## src/rtl/ysyx_22050243_lsu.sv

```systemverilog
`timescale 1ns/1ps
`default_nettype none
// +--------------------------------------------------------------------------+
// | ysyx_22050243_lsu : valid/ready load/store unit, fixed-latency mem port  |
// | Revision 1.0                                                             |
// +--------------------------------------------------------------------------+
module ysyx_22050243_lsu #(
    parameter int XLEN       = 64,
    parameter int ADDR_WIDTH = 64,
    parameter int LATENCY    = 0
) (
    input  logic                  clk,
    input  logic                  rst,
    input  logic                  req_valid,
    output logic                  req_ready,
    input  logic                  req_wen,
    input  logic [1:0]            req_size,
    input  logic                  req_unsigned,
    input  logic [ADDR_WIDTH-1:0] req_addr,
    input  logic [XLEN-1:0]       req_wdata,
    output logic                  resp_valid,
    input  logic                  resp_ready,
    output logic [XLEN-1:0]       resp_rdata,
    output logic                  resp_err,
    output logic                  mem_en,
    output logic                  mem_wen,
    output logic [ADDR_WIDTH-1:0] mem_addr,
    output logic [XLEN/8-1:0]     mem_wmask,
    output logic [XLEN-1:0]       mem_wdata,
    input  logic [XLEN-1:0]       mem_rdata
);

    localparam int NB = XLEN / 8;
    localparam int OB = $clog2(NB);
    localparam logic [3:0] C_LAT_M1 = (LATENCY > 0) ? 4'(LATENCY - 1) : 4'd0;

    typedef enum logic [1:0] {
        IDLE   = 2'd0,
        ACCESS = 2'd1,
        WAIT   = 2'd2,
        RESP   = 2'd3
    } state_t;

    state_t r_state;
    state_t w_next;

    logic [ADDR_WIDTH-1:0] r_addr;
    logic [1:0]            r_size;
    logic                  r_wen;
    logic                  r_uns;
    logic [XLEN-1:0]       r_wdata;
    logic [3:0]            r_cnt;
    logic [XLEN-1:0]       r_rdata;
    logic                  r_err;

    logic                  w_misaligned;
    logic                  w_accept;
    logic                  w_capture;
    logic [OB-1:0]         w_off;
    logic [7:0]            w_base;
    logic [NB-1:0]         w_mask;
    logic [XLEN-1:0]       w_wdata_sh;
    logic [XLEN-1:0]       w_rd_sh;
    logic [XLEN-1:0]       w_keep;
    logic                  w_sign;
    logic [XLEN-1:0]       w_load_ext;
    logic                  w_store_en;

    // A doubleword is only legal when the datapath is 64 bits wide.
    always_comb begin
        w_misaligned = 1'b0;
        case (req_size)
            2'd0:    w_misaligned = 1'b0;
            2'd1:    w_misaligned = req_addr[0];
            2'd2:    w_misaligned = |req_addr[1:0];
            default: w_misaligned = (XLEN != 64) || (|req_addr[2:0]);
        endcase
    end

    assign w_accept  = req_valid && (r_state == IDLE);
    assign w_capture = ((r_state == ACCESS) && (LATENCY == 0)) ||
                       ((r_state == WAIT) && (r_cnt == 4'd0));

    always_ff @(posedge clk or posedge rst) begin
        if (rst) begin
            r_state <= IDLE;
        end else begin
            r_state <= w_next;
        end
    end

    always_comb begin
        w_next     = r_state;
        req_ready  = 1'b0;
        resp_valid = 1'b0;
        mem_en     = 1'b0;
        case (r_state)
            IDLE: begin
                req_ready = 1'b1;
                if (req_valid) begin
                    w_next = w_misaligned ? RESP : ACCESS;
                end
            end
            ACCESS: begin
                mem_en = 1'b1;
                w_next = (LATENCY == 0) ? RESP : WAIT;
            end
            WAIT: begin
                if (r_cnt == 4'd0) begin
                    w_next = RESP;
                end
            end
            RESP: begin
                resp_valid = 1'b1;
                if (resp_ready) begin
                    w_next = IDLE;
                end
            end
            default: w_next = IDLE;
        endcase
    end

    assign w_off = r_addr[OB-1:0];

    always_comb begin
        w_base = 8'h01;
        case (r_size)
            2'd0:    w_base = 8'h01;
            2'd1:    w_base = 8'h03;
            2'd2:    w_base = 8'h0F;
            default: w_base = 8'hFF;
        endcase
    end

    assign w_mask     = w_base[NB-1:0] << w_off;
    assign w_wdata_sh = r_wdata << {w_off, 3'b000};
    assign w_rd_sh    = mem_rdata >> {w_off, 3'b000};

    // Keep the low 8<<size bits; everything above is either zero or the sign.
    always_comb begin
        w_keep = '1;
        w_sign = 1'b0;
        case (r_size)
            2'd0: begin
                w_keep = XLEN'(8'hFF);
                w_sign = w_rd_sh[7];
            end
            2'd1: begin
                w_keep = XLEN'(16'hFFFF);
                w_sign = w_rd_sh[15];
            end
            2'd2: begin
                w_keep = XLEN'(32'hFFFF_FFFF);
                w_sign = w_rd_sh[31];
            end
            default: begin
                w_keep = '1;
                w_sign = 1'b0;
            end
        endcase
    end

    assign w_load_ext = (w_rd_sh & w_keep) | ((w_sign && !r_uns) ? ~w_keep : '0);

    always_ff @(posedge clk or posedge rst) begin
        if (rst) begin
            r_addr  <= '0;
            r_size  <= 2'd0;
            r_wen   <= 1'b0;
            r_uns   <= 1'b0;
            r_wdata <= '0;
            r_cnt   <= 4'd0;
            r_rdata <= '0;
            r_err   <= 1'b0;
        end else begin
            if (w_accept) begin
                r_addr  <= req_addr;
                r_size  <= req_size;
                r_wen   <= req_wen;
                r_uns   <= req_unsigned;
                r_wdata <= req_wdata;
                r_err   <= w_misaligned;
                r_rdata <= '0;
            end
            if (r_state == ACCESS) begin
                r_cnt <= C_LAT_M1;
            end else if ((r_state == WAIT) && (r_cnt != 4'd0)) begin
                r_cnt <= r_cnt - 4'd1;
            end
            if (w_capture) begin
                r_rdata <= r_wen ? '0 : w_load_ext;
            end
        end
    end

    assign resp_rdata = r_rdata;
    assign resp_err   = r_err;

    assign w_store_en = mem_en && r_wen;
    assign mem_wen    = w_store_en;
    assign mem_addr   = mem_en ? {r_addr[ADDR_WIDTH-1:OB], {OB{1'b0}}} : '0;
    assign mem_wmask  = w_store_en ? w_mask : '0;
    assign mem_wdata  = w_store_en ? w_wdata_sh : '0;

endmodule
`default_nettype wire
```

## config.mk

```make
export PLATFORM = sky130hd
export DESIGN_NAME = ysyx_22050243_lsu
export DESIGN_NICKNAME = d
export VERILOG_FILES = /design/src/rtl/ysyx_22050243_lsu.sv
export SDC_FILE = /design/constraint.sdc
export NUM_CORES = 1
export LEC_CHECK = 0
export CAP_MARGIN = 30
export CELL_PAD_IN_SITES_DETAIL_PLACEMENT = 1
export CELL_PAD_IN_SITES_GLOBAL_PLACEMENT = 2
export CORE_AREA = 2 2 220 222
export CTS_CLUSTER_SIZE = 10
export DETAILED_ROUTE_END_ITERATION = 16
export DIE_AREA = 0 0 222 224
export PLACE_DENSITY = 0.79
export SETUP_SLACK_MARGIN = 0.3
export SLEW_MARGIN = 20
export SYNTH_ARGS = -nofsm -noshare
export SYNTH_HDL_FRONTEND = slang
export SYNTH_SLANG_ARGS = --single-unit
```

## constraint.sdc

```tcl
create_clock -name clk -period 6.3 [get_ports clk]
set_input_delay 0.945 -clock clk [delete_from_list [all_inputs] [get_ports clk]]
set_output_delay 0.945 -clock clk [all_outputs]
set_load 0.02 [all_outputs]
```

==> results.py, run 1 <==
metrics = {
    "clock_tree": {
        "cts.sinks": 203,
        "clk_transition_reported_paths_ns": 0.05,
        "cts_buffer_depth": 3,
        "cts_tree": "built",
        "insertion_delay_ns": 0.57,
        "htree_levels": 1,
        "cts_made_buffers": 27,
        "cts_setup_buffers": 0,
        "cts_resized": 0,
        "clockRootBuffer": "clkbuf_16",
        "hold_buffers": 0,
    },
    "pwr": {
        "p_leak_nw": 7.30,
        "ir_worst_vdd_mv": 0.245,
        "p_per_area_nw_per_um2": 516,
        "total_power_mw": 9.13,
    },
    "grt": {
        "grt_max_degree": 121,
        "grt_pass1_wl_mm": 76.8,
        "met2_usage_pct": 35.0,
        "grt_pass1_vias": 11600,
        "use_met3_pct": 6.74,
        "overflow": 0,
        "grtUsageMet1_pct": 24.1,
        "track_usage_pct": 20.3,
        "antenna_found_initial": 10,
        "busiest_layer": "met2",
    },
    "critical_path": {
        "crit_required_ns": 5.35,
        "critPathLaunchType": "flop",
        "cp-end-kind": "primary output",
        "cp.arrival_ns": 3.70,
        "worstSetupPathType": "reg -> out",
        "cpMaxStageDelayCell": "nor2_1",
        "crit_chain": "nor2_1, nand2_1, nor2_1, a22o_1, clkdlybuf4s50_1",
        "max_stage_delay_ns": 0.74,
        "path_common_cell": "nor2_1",
        "cp_max_fo": 42,
    },
    "route": {
        "ant_nets": 0,
        "dr.pass1.iters": 4,
        "routed_wl_mm": 51.6,
        "drc_errors": 0,
        "wire_per_inst_um": 24.9,
        "drtIter0Drc": 655,
        "via_per_inst": 5.21,
        "vias": 10800,
    },
    "layout": {
        "finalNonFillerCells": 2071,
        "final_nets": 1648,
        "layout-drive-gt1-share_pct": 18.4,
        "synthToLayoutAreaGrowth_pct": 45.0,
        "stdcell_area_um2": 17700,
    },
    "sta": {
        "skew_ns": 0.0126,
        "fin_setup_tns_ns": 0,
        "worstMarginPinSlew_ns": 0.915,
        "fin_crit_ns": 4.65,
        "layout_setup_ws_ns": 1.65,
        "period_share_pct": 73.8,
        "slew_headroom_pct": 38.8,
        "rsz0062_at_grt": "no",
        "finalSetupViolations": 0,
        "slew_violations": 0,
        "max_freq_mhz": 215,
        "finalHoldViolCount": 0,
    },
    "placed_design": {
        "dpl-instance-area_um2": 16700,
        "pre_cts_ws_ns": 2.28,
        "portBuffers": 401,
        "dp_hpwl_mm": 38.1,
        "dp_cells": 2023,
        "place_congestion": 0.876,
    },
    "logic_synthesis": {
        "ys_warn_count": 0,
        "synth_top_area_share_pct": 41.6,
        "synth_flop_cell": "dfrtp_1",
        "synth-edff-count": 0,
        "syn_area_um2": 12200,
        "synthCells": 1092,
        "synth.largest_area_cell": "dfrtp_1",
        "yosys-top-cells-count": "dfrtp_1, mux2_2, mux2i_1, and2_1, nor2_1",
        "seq_area_frac_synth_pct": 41.6,
        "async_reset_ff_share_pct": 100,
        "synthTopCellsByArea": "dfrtp_1, mux2_2, mux4_2",
        "synth_most_common_cell": "dfrtp_1",
        "yosysUniqueCellTypes": 56,
        "synth_seq_cells": 203,
        "syn_area_per_cell_um2": 11.2,
    },
    "status": {
        "status": "completed",
    },
    "floorplan": {
        "start_util_pct": 25.8,
        "dieArea_um2": 49700,
        "die_x_um": 222,
        "core_area_um2": 47300,
        "io_pins": 405,
        "die_y_um": 224,
        "rows": 80,
    },
    "worst_hold_path": {
        "hp-class": "reg -> reg",
    },
    "job": {
        "cap_violations": 0,
    },
}
==> report_power, final <==
part	switching (mW)	internal, mW	leakage (nW)
clock	0.606	0.988	0.441
sequential	0.590	1.89	2.51
combinational	2.64	2.42	4.35
==> worst paths after layout <==
path                                    start             end  slack (ns)  cells after the start
worst max-delay path                r_addr[1]   mem_wdata[37]        1.65                      5
worst min-delay path            resp_rdata[1]   resp_rdata[1]        0.48                      2
worst max register to register      r_addr[1]  resp_rdata[21]        2.69                      6
worst min register to register  resp_rdata[1]   resp_rdata[1]        0.48                      2
max in group asynchronous                 rst       r_addr[2]        4.19                      3
min in group asynchronous                 rst     r_wdata[27]        0.89                      2
==> through the flow <==
stage	hold slack, ns	utilization, %
5_1_grt	0.508	37.4
3_5_place_dp	0.473	35.3
3_3_place_gp	0.466	35.3
4_1_cts	0.484	37.2
2_1_floorplan	0.471	-
6_report	0.480	37.4
==> layer usage <==
metal | vias to the layer above | wire length [um]
met5 | - | 92
met4 | 14 | 1640
met3 | 85 | 4240
met2 | 437 | 25200
met1 | 5496 | 20500
li1 | 4758 | -
==> area by class of cell <==
class | count | area, um^2
Fill cell | 5172 | 29700
Tap cell | 615 | 769
Clock inverter | 7 | 154
Inverter | 12 | 48.8
Timing Repair Buffer | 424 | 4250
Multi-Input combinational cell | 773 | 6620
Antenna cell | 2 | 5.00
Clock buffer | 35 | 746
Sequential cell | 203 | 5090
==> state kept, by name, summed over array words and instances (netlist names) <==
signal	flops
r_size	2
r_wen	1
r_state	2
resp_rdata	64
r_addr	64
r_cnt	4
r_wdata	64
r_uns	1
resp_err	1
==> critical path: cells and delay by family (launching register included) <==
kind / cells / cell delay, ns
buf+inv: 1 / 0.61
simple gates: 3 / 1.55
flops: 1 / 0.68
compound gates: 1 / 0.28
==> cell families (layout without fill, tap and decap cells) <==
kind of cell / count (synthesis) / in the layout / synth area share (%)
compound gates: 182 / 182 / 10.4
xor+xnor: 3 / 3 / 0.215
fa+ha+maj: 7 / 7 / 0.718
buf+inv: 118 / 478 / 4.36
flops: 203 / 203 / 41.6
mux: 291 / 291 / 30.1
other cells: 1 / 5 / 0.0307
simple gates: 287 / 287 / 12.4
==> placed cells by master, fill, tap and decap left out, types with 24 or more instances in the layout <==
master and n:
clkdlybuf4s50_1 401, a32oi_1 24, and2_1 69, mux4_2 47, nand2b_1 24, nand4_1 48, nor2_1 62, dfrtp_1 200
mux2_2 142, clkbuf_16 27, mux2i_1 102, nand2_1 52, a21oi_1 31, o21ai_0 36
Power figures use the tool's default switching activity.
==> inputs of run 2 (changes only) <==
--- a/config.mk
+++ b/config.mk
@@ -8,11 +8,11 @@
 export CAP_MARGIN = 30
 export CELL_PAD_IN_SITES_DETAIL_PLACEMENT = 1
 export CELL_PAD_IN_SITES_GLOBAL_PLACEMENT = 2
-export CORE_AREA = 2 2 220 222
+export CORE_AREA = 2 2 209 211
 export CTS_CLUSTER_SIZE = 10
 export DETAILED_ROUTE_END_ITERATION = 16
-export DIE_AREA = 0 0 222 224
-export PLACE_DENSITY = 0.79
+export DIE_AREA = 0 0 211 213
+export PLACE_DENSITY = 0.83
 export SETUP_SLACK_MARGIN = 0.3
 export SLEW_MARGIN = 20
 export SYNTH_ARGS = -nofsm -noshare
==> constraint.sdc (replaced) <==
create_clock -name clk -period 4.8 [get_ports clk]
set_input_delay 0.72 -clock clk [delete_from_list [all_inputs] [get_ports clk]]
set_output_delay 0.72 -clock clk [all_outputs]
set_load 0.02 [all_outputs]
==> run 2 against run 1 <==
Net effect:
- clock skew rose by 0.0036 ns
- highest routed layer unchanged
- sequential power rose by 31%
- non-clock buffer count rose by 4
- worst setup slack lost 0.98 ns
- register-to-register slack got worse by 1.4 ns
- wire length shrank 2.6%
==> results.py, run 2 (same netlist as run 1, synthesis figures left out) <==
metrics = {
    "sta": {
        "slew_violations": 0,
        "rsz0062_at_grt": "no",
        "layout_setup_ws_ns": 0.669,
        "skew_ns": 0.0162,
        "slew_headroom_pct": 42.3,
        "fin_crit_ns": 4.13,
        "period_share_pct": 86.1,
        "finalSetupViolations": 0,
        "finalHoldViolCount": 0,
        "fin_setup_tns_ns": 0,
        "worstMarginPinSlew_ns": 0.866,
        "max_freq_mhz": 242,
    },
    "worst_hold_path": {
        "hold_path_depth": 2,
        "worstHoldStart": "resp_rdata[6]",
        "holdPathEnd": "resp_rdata[6]",
        "hp-class": "reg -> reg",
    },
    "layout": {
        "final_common_cell": "clkdlybuf4s50_1",
        "utilization_pct": 41.0,
        "stdcell_area_um2": 17500,
        "layout-drive-gt1-share_pct": 18.3,
        "final_cell_mix": "clkdlybuf4s50_1, dfrtp_1, mux2_2",
        "final_nets": 1651,
        "synthToLayoutAreaGrowth_pct": 43.4,
    },
    "critical_path": {
        "rr_worst_depth": 6,
        "worstSetupPathType": "reg -> out",
        "cp.arrival_ns": 3.41,
        "crit_required_ns": 4.08,
        "reg2reg_from": "r_addr[0]",
        "critPathLaunchType": "flop",
        "r2r-end": "resp_rdata[48]",
        "cp_max_fo": 19,
        "regToRegSetupSlack_ns": 1.25,
        "cp-end-kind": "primary output",
    },
    "floorplan": {
        "dieArea_um2": 44900,
        "rows": 76,
        "core_area_um2": 42700,
        "die_y_um": 213,
        "io_pins": 405,
        "start_util_pct": 28.6,
        "die_x_um": 211,
    },
    "pwr": {
        "pwr-share-seq_pct": 28.0,
        "p_sw_mw": 4.94,
        "p_int_mw": 6.71,
        "ir_worst_vdd_mv": 0.294,
        "switching_share_pct": 42.4,
        "p_leak_nw": 7.24,
        "power_frac_comb_pct": 56.2,
        "power_frac_clock_pct": 15.7,
        "p_per_area_nw_per_um2": 666,
    },
    "placed_design": {
        "pre_cts_ws_ns": 1.03,
        "dpl-instance-area_um2": 16700,
        "dp_hpwl_mm": 37.0,
        "place_congestion": 0.869,
        "portBuffers": 401,
    },
    "clock_tree": {
        "htree_levels": 1,
        "clk_transition_reported_paths_ns": 0.06,
        "hold_buffers": 0,
        "cts_setup_buffers": 0,
        "cts_buffer_depth": 3,
        "cts_made_buffers": 26,
        "cts_resized": 0,
        "insertion_delay_ns": 0.55,
        "cts_tree": "built",
        "cts.sinks": 203,
        "clockRootBuffer": "clkbuf_16",
    },
    "status": {
        "status": "completed",
    },
    "grt": {
        "overflow": 0,
        "grt_pass1_vias": 11600,
        "grt_pass1_wl_mm": 74.1,
        "antenna_found_initial": 4,
        "grt_max_degree": 135,
        "track_usage_pct": 21.9,
    },
    "job": {
        "cap_violations": 0,
    },
    "route": {
        "dr.pass1.iters": 7,
        "routed_wl_mm": 50.3,
        "ant_nets": 0,
        "drtIter0Drc": 572,
        "via_per_inst": 5.35,
        "drc_errors": 0,
        "vias": 10700,
        "wire_per_inst_um": 25.1,
    },
}
## run 2: area by class of cell
type	count	area (um^2)
clock buffers	34	691
multi-input cells	773	6630
well taps	546	683
inverters	12	48.8
diodes	1	2.50
flip-flops and latches	203	5090
fillers	4631	25200
repair buffers	428	4270
clock inverters	6	68.8
## run 2: power groups by stage
stage	clock network [mW]	registers (mW)	logic [mW]
after detailed placement	0	3.29	6.56
after floorplan	0	3.03	4.28
after CTS	1.89	3.26	6.60
after global placement	0	3.24	6.44
final	1.83	3.26	6.55
after global routing	1.95	3.39	7.02
## run 2: worst max path at each step
stage | startpoint | endpoint | slack [ns] | depth (start not counted)
after floorplan | rst | r_addr[0] | 1.45 | 1
after global placement | r_state[1] | mem_wdata[37] | 1.08 | 7
after global routing | r_addr[0] | mem_wmask[7] | 0.46 | 4
after detailed placement | r_state[1] | mem_wdata[35] | 1.03 | 7
final | r_state[1] | mem_wdata[34] | 0.67 | 8
after CTS | r_state[1] | mem_wdata[39] | 0.43 | 7
## run 2: routing by layer
metal / GRT usage, % / vias up / wire (um)
li1: - / 4766 / -
met1: 25.8 / 5470 / 19900
met2: 38.1 / 423 / 24700
met3: 7.19 / 60 / 4450
met4: 6.22 / 2 / 1270
met5: 0 / - / 13
## run 2: critical path: stages, from the launching register on
cell and delay (ns):
dfrtp_1 0.42, inv_1 0.11, ha_2 0.20, nand2_1 0.31, buf_4 0.35, nor2_1 0.44, buf_4 0.26, a22o_1 0.15
clkdlybuf4s50_1 0.61
## run 2: metrics by stage
step,hold WS (ns),std cells,total power [mW]
after floorplan,0.471,1094,7.31
after CTS,0.488,2001,11.8
final,0.480,2003,11.6
after global placement,0.466,1959,9.68
after detailed placement,0.475,1961,9.85
after global routing,0.510,2003,12.4
==> inputs of run 3 (changes only) <==
==> constraint.sdc (replaced) <==
create_clock -name clk -period 3.9 [get_ports clk]
set_input_delay 0.585 -clock clk [delete_from_list [all_inputs] [get_ports clk]]
set_output_delay 0.585 -clock clk [all_outputs]
set_load 0.02 [all_outputs]
==> run 3 against run 2 <==
Net effect:
- highest routed layer unchanged
- largest cell class unchanged
- critical endpoint is now mem_wdata[42]
- flip-flop and latch count did not move
- critical path depth fell by 3
- clock-buffer cell count unchanged
==> results.py, run 3 (same netlist as run 1, synthesis figures left out) <==
metrics = {
    "grt": {
        "grt_max_degree": 98,
        "met2_usage_pct": 38.3,
        "track_usage_pct": 22.0,
        "grt_pass1_wl_mm": 74.8,
        "antenna_found_initial": 5,
        "busiest_layer": "met2",
        "use_met3_pct": 6.97,
        "grtUsageMet1_pct": 26.0,
        "grt_pass1_vias": 11600,
        "overflow": 0,
    },
    "pwr": {
        "ir_worst_vdd_mv": 0.418,
        "p_per_area_nw_per_um2": 828,
        "p_leak_nw": 7.45,
    },
    "job": {
        "cap_violations": 0,
    },
    "critical_path": {
        "cpMaxStageDelayCell": "dfrtp_4",
        "cp-end-kind": "primary output",
        "cp.arrival_ns": 2.85,
        "crit_chain": "buf_6, mux4_2, a22oi_1, nor2_1, clkdlybuf4s50_1",
        "worstSetupPathType": "reg -> out",
        "crit_required_ns": 3.31,
        "max_stage_delay_ns": 0.61,
        "critPathLaunchType": "flop",
        "cp_max_fo": 24,
    },
    "layout": {
        "final_common_cell": "clkdlybuf4s50_1",
        "layout-drive-gt1-share_pct": 19.4,
        "synthToLayoutAreaGrowth_pct": 45.1,
        "stdcell_area_um2": 17700,
        "final_cell_mix": "clkdlybuf4s50_1, dfrtp_1, mux2_2",
        "fillers": 4630,
        "final_nets": 1664,
    },
    "clock_tree": {
        "cts_made_buffers": 27,
        "clockRootBuffer": "clkbuf_16",
        "hold_buffers": 0,
        "cts_tree": "built",
        "htree_levels": 1,
        "insertion_delay_ns": 0.56,
        "cts.sinks": 203,
        "clk_transition_reported_paths_ns": 0.06,
        "cts_buffer_depth": 3,
    },
    "floorplan": {
        "rows": 76,
        "die_x_um": 211,
        "dieArea_um2": 44900,
        "io_pins": 405,
        "die_y_um": 213,
        "start_util_pct": 28.6,
        "core_area_um2": 42700,
    },
    "sta": {
        "fin_crit_ns": 3.43,
        "finalHoldViolCount": 0,
        "max_freq_mhz": 291,
        "period_share_pct": 88.1,
        "slew_violations": 0,
        "rsz0062_at_grt": "no",
        "slew_headroom_pct": 56.3,
        "skew_ns": 0.0143,
        "finalSetupViolations": 0,
        "worstMarginPinSlew_ns": 0.655,
        "fin_setup_tns_ns": 0,
    },
    "worst_hold_path": {
        "hp-class": "in -> async",
    },
    "placed_design": {
        "portBuffers": 401,
        "dp_hpwl_mm": 37.8,
        "dpl-instance-area_um2": 16700,
        "place_congestion": 0.890,
    },
    "route": {
        "via_per_inst": 5.34,
        "wire_per_inst_um": 25.2,
        "drc_errors": 0,
        "dr.pass1.iters": 5,
        "vias": 10800,
        "routed_wl_mm": 50.9,
        "drtIter0Drc": 657,
        "ant_nets": 0,
    },
    "status": {
        "status": "completed",
    },
}
## run 3: cell count changes in the layout (fill, tap and decap cells not counted), sizes merged
cell	previous run	this run
buf	27	39
bufinv	1	2
clkdlybuf4s50	401	396
clkinv	5	4
clkinvlp	2	3
diode	1	3
dlymetal6s2s	0	5
inv	10	11
## run 3: metal layers
layer,vias to the layer above,wire (um)
met2,432,25200
li1,4790,-
met1,5487,19900
met3,72,4260
met5,-,27
met4,4,1450
## run 3: repair_timing
item                       CTS  global route
setup endpoints to repair   44            18
setup buffers                2             4
resized for setup            6             8
pin swaps                    0             0
## run 3: cell type report
type	count	area, um^2	share of cell area, %
clock inverter	8	110	0.622
timing repair buffer	440	4390	24.8
clock buffer	34	742	4.19
antenna	3	7.51	0.0424
inverter	12	48.8	0.276
tap	546	683	3.86
sequential	203	5090	28.8
multi-input combinational	773	6630	37.4
## run 3: worst max-delay path: cells and delay by family, from the launching register on
family	cells	cell delay, ns
compound gates	1	0.15
simple gates	1	0.08
mux	1	0.55
buf+inv	2	0.88
flops	1	0.61
## run 3: final timing paths
check                               from              to  slack (ns)  cells past startpoint
max                            r_addr[0]   mem_wdata[42]        0.47                      5
min                                  rst      r_addr[10]        0.46                      2
max reg2reg                   r_state[1]  resp_rdata[52]        0.70                      8
min reg2reg                resp_rdata[1]   resp_rdata[1]        0.48                      2
max in group asynchronous            rst  resp_rdata[11]        2.36                      3
min in group clk           resp_rdata[1]   resp_rdata[1]        0.48                      2
## run 3: where the power goes
group          total [mW]  leakage (nW)  internal [mW]  switching [mW]
Combinational        8.28          4.52           4.00            4.28
Clock                2.45         0.415           1.46           0.986
Sequential           3.93          2.51           3.05           0.878
Total                14.7          7.45           8.51            6.15
## run 3: through the flow
step | setup WS [ns] | total power [mW] | hold WS, ns | cells | utilization [%]
final | 0.466 | 14.7 | 0.465 | 2019 | 41.5
after global routing | 0.301 | 15.5 | 0.499 | 2018 | 41.5
after CTS | 0.328 | 14.8 | 0.455 | 2012 | 41.3
after detailed placement | 0.699 | 12.1 | 0.476 | 1968 | 39.2
after global placement | 0.711 | 11.9 | 0.466 | 1968 | 39.2
after floorplan | 0.685 | 9.00 | 0.471 | 1094 | -
